### src/rtl/stream_arb_pkg.sv
// Shared definitions for the stream round-robin arbiter.
// Holds default sizes, the index-width helper and the packet-lock state type
// used when STREAM_ARB_PKT_LOCK_EN is defined.
package stream_arb_pkg;

    localparam int NUM_REQ_DEFAULT    = 4;
    localparam int DATA_WIDTH_DEFAULT = 32;

    // Width of an index into n requesters; never narrower than one bit.
    function automatic int idx_w(input int n);
        return (n <= 2) ? 1 : $clog2(n);
    endfunction

    typedef enum logic {
        ARB_IDLE   = 1'b0,
        ARB_LOCKED = 1'b1
    } lock_state_t;

endpackage

### src/rtl/rr_pick.sv
// Combinational round-robin priority picker.
// The request vector is doubled and every bit below ptr is masked off, so the
// lowest remaining bit is the first requester at or after ptr, wrapping around.
module rr_pick #(
    parameter int N  = 4,
    parameter int IW = 2
) (
    input  logic [N-1:0]  req,
    input  logic [IW-1:0] ptr,
    output logic [N-1:0]  grant,
    output logic [IW-1:0] grant_idx,
    output logic          any_grant
);

    logic [2*N-1:0] dbl;
    logic [2*N-1:0] masked;

    assign dbl = {req, req};

    // Drop doubled-vector bits that sit below the pointer.
    always_comb begin
        masked = '0;
        for (int j = 0; j < 2*N; j++) begin
            masked[j] = dbl[j] && (j >= int'(ptr));
        end
    end

    // The lowest surviving bit wins; scanning downward leaves that one last.
    always_comb begin
        grant     = '0;
        grant_idx = '0;
        any_grant = 1'b0;
        for (int j = 2*N-1; j >= 0; j--) begin
            if (masked[j]) begin
                grant          = '0;
                grant[j % N]   = 1'b1;
                grant_idx      = IW'(j % N);
                any_grant      = 1'b1;
            end
        end
    end

endmodule

### src/rtl/stream_rr_arbiter.sv
// Round-robin merge of NUM_REQ valid/ready streams into one registered stage.
// Handshake: a beat moves on a port when valid && ready are both high at a
// rising clock edge; valid never waits on ready, ready may look at valid.
// Optional packet locking is enabled by defining STREAM_ARB_PKT_LOCK_EN: a
// requester that wins with last=0 keeps the output until it sends last=1.
module stream_rr_arbiter
    import stream_arb_pkg::*;
#(
    parameter int NUM_REQ    = NUM_REQ_DEFAULT,
    parameter int DATA_WIDTH = DATA_WIDTH_DEFAULT,
    parameter int IDX_W      = idx_w(NUM_REQ)
) (
    input  logic                          clk,
    input  logic                          rst_n,
    input  logic [NUM_REQ-1:0]            req_valid,
    output logic [NUM_REQ-1:0]            req_ready,
    input  logic [NUM_REQ*DATA_WIDTH-1:0] req_data,
`ifdef STREAM_ARB_PKT_LOCK_EN
    input  logic [NUM_REQ-1:0]            req_last,
    output logic                          out_last,
`endif
    output logic                          out_valid,
    input  logic                          out_ready,
    output logic [DATA_WIDTH-1:0]         out_data,
    output logic [IDX_W-1:0]              out_src,
    output logic [IDX_W-1:0]              dbg_rr_ptr,
    output logic                          dbg_locked
);

    logic [IDX_W-1:0]      rr_ptr;
    logic                  accept;
    logic                  xfer;
    logic [NUM_REQ-1:0]    pick_req;
    logic [IDX_W-1:0]      pick_ptr;
    logic [NUM_REQ-1:0]    grant;
    logic [IDX_W-1:0]      grant_idx;
    logic                  any_grant;
    logic [IDX_W-1:0]      idx_inc;
    logic [DATA_WIDTH-1:0] sel_data;
    logic                  ptr_load;
    logic                  locked;

    rr_pick #(
        .N  (NUM_REQ),
        .IW (IDX_W)
    ) u_pick (
        .req       (pick_req),
        .ptr       (pick_ptr),
        .grant     (grant),
        .grant_idx (grant_idx),
        .any_grant (any_grant)
    );

    // The register can take a beat when empty or emptying this cycle.
    assign accept    = !out_valid || out_ready;
    assign req_ready = grant & {NUM_REQ{accept}};
    assign xfer      = any_grant && accept;
    assign idx_inc   = (grant_idx == IDX_W'(NUM_REQ - 1)) ? '0 : grant_idx + IDX_W'(1);

    // Route the winning requester's payload to the output register.
    always_comb begin
        sel_data = '0;
        for (int i = 0; i < NUM_REQ; i++) begin
            if (grant[i]) sel_data = req_data[i*DATA_WIDTH +: DATA_WIDTH];
        end
    end

`ifdef STREAM_ARB_PKT_LOCK_EN
    lock_state_t      state;
    lock_state_t      state_next;
    logic [IDX_W-1:0] owner;
    logic             sel_last;

    assign sel_last = req_last[grant_idx];

    // Lock state and packet owner register.
    always_ff @(posedge clk or negedge rst_n) begin
        if (!rst_n) begin
            state <= ARB_IDLE;
            owner <= '0;
        end else begin
            state <= state_next;
            if (xfer && state == ARB_IDLE) owner <= grant_idx;
        end
    end

    // Enter a lock on a non-last beat, leave it on the owner's last beat.
    always_comb begin
        state_next = state;
        case (state)
            ARB_IDLE:   if (xfer && !sel_last) state_next = ARB_LOCKED;
            ARB_LOCKED: if (xfer && sel_last)  state_next = ARB_IDLE;
        endcase
    end

    // While locked only the owner is visible to the picker and the pointer
    // holds; the owner's last beat moves it to owner+1 (grant_idx == owner).
    always_comb begin
        locked   = (state == ARB_LOCKED);
        pick_req = locked ? (req_valid & (NUM_REQ'(1) << owner)) : req_valid;
        pick_ptr = locked ? owner : rr_ptr;
        ptr_load = xfer && (!locked || sel_last);
    end
`else
    // Every beat is arbitrated independently; the pointer moves on each transfer.
    always_comb begin
        locked   = 1'b0;
        pick_req = req_valid;
        pick_ptr = rr_ptr;
        ptr_load = xfer;
    end
`endif

    // Round-robin pointer: only a transfer rotates priority.
    always_ff @(posedge clk or negedge rst_n) begin
        if (!rst_n) begin
            rr_ptr <= '0;
        end else if (ptr_load) begin
            rr_ptr <= idx_inc;
        end
    end

    // One-entry output register: load on transfer, empty on drain without refill.
    always_ff @(posedge clk or negedge rst_n) begin
        if (!rst_n) begin
            out_valid <= 1'b0;
            out_data  <= '0;
            out_src   <= '0;
`ifdef STREAM_ARB_PKT_LOCK_EN
            out_last  <= 1'b0;
`endif
        end else if (xfer) begin
            out_valid <= 1'b1;
            out_data  <= sel_data;
            out_src   <= grant_idx;
`ifdef STREAM_ARB_PKT_LOCK_EN
            out_last  <= sel_last;
`endif
        end else if (out_ready) begin
            out_valid <= 1'b0;
        end
    end

    assign dbg_rr_ptr = rr_ptr;
    assign dbg_locked = locked;

endmodule
### config.mk
export PLATFORM = sky130hd
export DESIGN_NAME = stream_rr_arbiter
export DESIGN_NICKNAME = d
export VERILOG_FILES = /design/src/rtl/stream_arb_pkg.sv /design/src/rtl/rr_pick.sv /design/src/rtl/stream_rr_arbiter.sv
export SDC_FILE = /design/constraint.sdc
export NUM_CORES = 1
export LEC_CHECK = 0
export BUFFER_PORTS_ARGS = -buffer_cell sky130_fd_sc_hd__buf_2
export CAP_MARGIN = 25
export CORE_ASPECT_RATIO = 0.8
export CORE_MARGIN = 1
export CORE_UTILIZATION = 43
export DETAILED_ROUTE_END_ITERATION = 10
export GPL_TIMING_DRIVEN = 0
export HOLD_SLACK_MARGIN = 0.12
export PLACE_DENSITY = 0.83
export SLEW_MARGIN = 20
export SYNTH_ARGS = -nofsm -noshare
export SYNTH_HDL_FRONTEND = slang
export SYNTH_SLANG_ARGS = --single-unit
export TNS_END_PERCENT = 1
### constraint.sdc
create_clock -name clk -period 4.6 [get_ports clk]
set_input_delay 0.92 -clock clk [delete_from_list [all_inputs] [get_ports clk]]
set_output_delay 0.92 -clock clk [all_outputs]
set_load 0.005 [all_outputs]
==> impl_metrics.py <==
metrics = {
    "synth": {
        "async_flop_share": 1.00,
        "synth_edf_count": 0,
        "syn_inst": 286,
        "synth_area_leader_cell": "dfrtp_1",
        "syn-num-nets": 421,
        "ys_warn_count": 0,
        "synth_seq_area_share": 0.356,
        "synth.distinct_cells": 43,
        "synth_seq_cells": 37,
        "synth_commonest_cells": "nor3_1 (47), dfrtp_1 (37), nor2_1 (36)",
        "synth.area.top_cells": "dfrtp_1 (36%), a2111oi_2 (13%), nor3_1 (9.0%)",
        "synth.avg_cell_area_sq_um": 9.09,
        "synth_top_area_frac": 0.356,
        "synth.most_common_cell": "nor3_1",
        "syn_area_sq_um": 2600,
        "synth-main-ff-cell": "dfrtp_1",
    },
    "grt": {
        "global_route.usage.total": 0.276,
        "grt_overflow": 0,
        "grt_pass1_vias": 2936,
        "antenna_found_initial": 0,
        "grt_first_pass_wirelength_microns": 13400,
        "grt_max_degree": 38,
    },
    "sta": {
        "fmax_ghz": 0.283,
        "hold_viol": 0,
        "fin_tns_setup_ns": 0,
        "final.min_clock_period_ns": 3.53,
        "skew_ns": 0.00451,
        "drv_slew": 0,
        "rsz0062_at_grt": "no",
        "tightest_slew_ns": 0.839,
        "min_period_over_period": 0.767,
        "timing.final.ws_setup_ns": 1.07,
        "setup_violations": 0,
        "relSlewSlack": 0.440,
    },
    "final_layout": {
        "final_area_sq_um": 3650,
        "post-route-util": 0.647,
        "antenna-diode-count": 0,
        "synthToLayoutAreaGrowth_pct": 40.6,
        "drive_gt1_frac": 0.495,
        "fillers": 526,
        "nNetsFinal": 602,
    },
    "setup_path": {
        "startpoint": "req_valid[2]",
        "worstSetupStartpointType": "input pin",
        "rr_startpoint": "dbg_rr_ptr[1]$_DFFE_PN0P_",
        "arrival_ns": 2.61,
        "endpoint_kind": "primary output",
        "worstPathRequired_ns": 3.68,
        "crit_fanout": 10,
        "path_class": "in2out",
    },
    "power_and_ir_drop": {
        "leakage_nw": 1.75,
        "peakVddDrop_mv": 0.208,
        "power.density_nw_per_um2": 350,
    },
    "drt": {
        "vias_per_cell": 5.71,
        "avgRoutedWirePerCell_microns": 16.3,
        "wl_microns": 8880,
        "remaining_drc_errors": 0,
        "vias": 3111,
        "drtAntennaViolNets": 0,
        "dr.pass1.iters": 4,
        "drt-initial-drc-count": 160,
    },
    "floorplan": {
        "die_area_sq_um": 6360,
        "num_rows": 24,
        "core_sq_um": 5650,
        "io_pins": 177,
        "die_w_microns": 88.9,
        "die_height_microns": 71.6,
        "start_util": 0.461,
    },
    "place": {
        "hpwlAfterDp_microns": 6850,
        "io_buffer_count": 174,
        "dp_slack_ns": 1.03,
        "place_congestion": 0.867,
        "placed_area_sq_um": 3570,
    },
    "clock_network": {
        "htreeDepth": 2,
        "cts_resized": 0,
        "clk_pin_slew_ns": 0.07,
        "cts_hold_buffers": 0,
        "worstSkewPairLatency_ns": 0.28,
        "root_buffer": "clkbuf_8",
        "cts_tree": "built",
        "cts_buffers": 5,
        "post-cts-setup-buffer-count": 0,
        "clock_sinks": 37,
        "clockBufferDepth": 2,
    },
    "job": {
        "maxCapViolCount": 0,
    },
    "hold_path": {
        "hold_path.class": "reg2reg",
        "min_from": "out_src[0]$_DFFE_PN0P_",
    },
    "status": {
        "status": "finished clean",
    },
}
-- cells by family (layout without fill, tap and decap cells) --
family / Yosys count / in the layout / share of synthesized area
buffers and inverters: 34 / 215 / 0.0727
AND/OR/NAND/NOR: 112 / 112 / 0.213
other: 1 / 1 / 0.00144
flip-flops: 37 / 37 / 0.356
AO/OA/AOI/OAI: 102 / 102 / 0.357
-- cells in the final DEF, fill, tap and decap left out, drive strengths merged, types with 2 or more instances in the layout --
| cell type | synthesis | routed |
|---|---|---|
| a2111oi | 24 | 24 |
| a21o | 8 | 8 |
| a21oi | 19 | 19 |
| a22o | 23 | 23 |
| buf | 21 | 195 |
| clkbuf | 11 | 18 |
| dfrtp | 37 | 37 |
| inv | 2 | 2 |
| nand2 | 7 | 7 |
| nand2b | 2 | 2 |
| nor2 | 37 | 37 |
| nor2b | 4 | 4 |
| nor3 | 47 | 47 |
| nor3b | 10 | 10 |
| o21ai | 6 | 6 |
| o22ai | 8 | 8 |
-- sequential cells by signal, indices dropped and copies added, names as in the netlist --
signal,flops
dbg_rr_ptr,2
out_data,32
out_src,2
out_valid,1
-- report_power, final --
part	internal, mW	switching (mW)	total [mW]
clock	0.119	0.111	0.230
combinational	0.278	0.314	0.592
sequential	0.410	0.0489	0.459
-- metal layers --
metal,GRT usage,wire length (microns),vias to the layer above
met4,0.0635,85,0
met1,0.344,3520,1475
met5,0,0,-
met3,0.0530,924,8
li1,-,-,1451
met2,0.494,4350,177
-- path summary, 6_finish.rpt --
check | cells past startpoint | endpoint | slack (ns)
worst max-delay path | 7 | req_ready[3] | 1.07
worst min-delay path | 2 | out_src[0]$_DFFE_PN0P_ | 0.48
worst max register to register | 7 | out_data[4]$_DFFE_PN0P_ | 2.51
worst min register to register | 2 | out_src[0]$_DFFE_PN0P_ | 0.48
max in group asynchronous | 1 | out_data[4]$_DFFE_PN0P_ | 3.33
min in group asynchronous | 1 | out_src[0]$_DFFE_PN0P_ | 0.74
-- worst max-delay path: stages --
cell	delay [ns]
buf_2	0.09
buf_2	0.21
a21oi_1	0.08
o221ai_1	0.63
clkbuf_1	0.46
nor2_1	0.08
buf_2	0.14
-- per-stage QoR --
step	power, mW	instances	hold WS, ns
5_1_grt	1.37	545	0.499
3_3_place_gp	1.04	538	0.461
2_1_floorplan	0.812	286	0.471
4_1_cts	1.28	545	0.478
6_report	1.28	545	0.475
3_5_place_dp	1.05	538	0.460
-- cell type report --
| type | count | area [sq um] | share of cell area |
|---|---|---|---|
| Multi-Input combinational cell | 215 | 1490 | 0.406 |
| Sequential cell | 37 | 926 | 0.253 |
| Timing Repair Buffer | 174 | 871 | 0.238 |
| Buffer | 32 | 181 | 0.0496 |
| Tap cell | 78 | 97.6 | 0.0267 |
| Clock buffer | 7 | 86.3 | 0.0236 |
| Inverter | 2 | 7.51 | 0.00205 |
(Power assumes the default switching activity.)
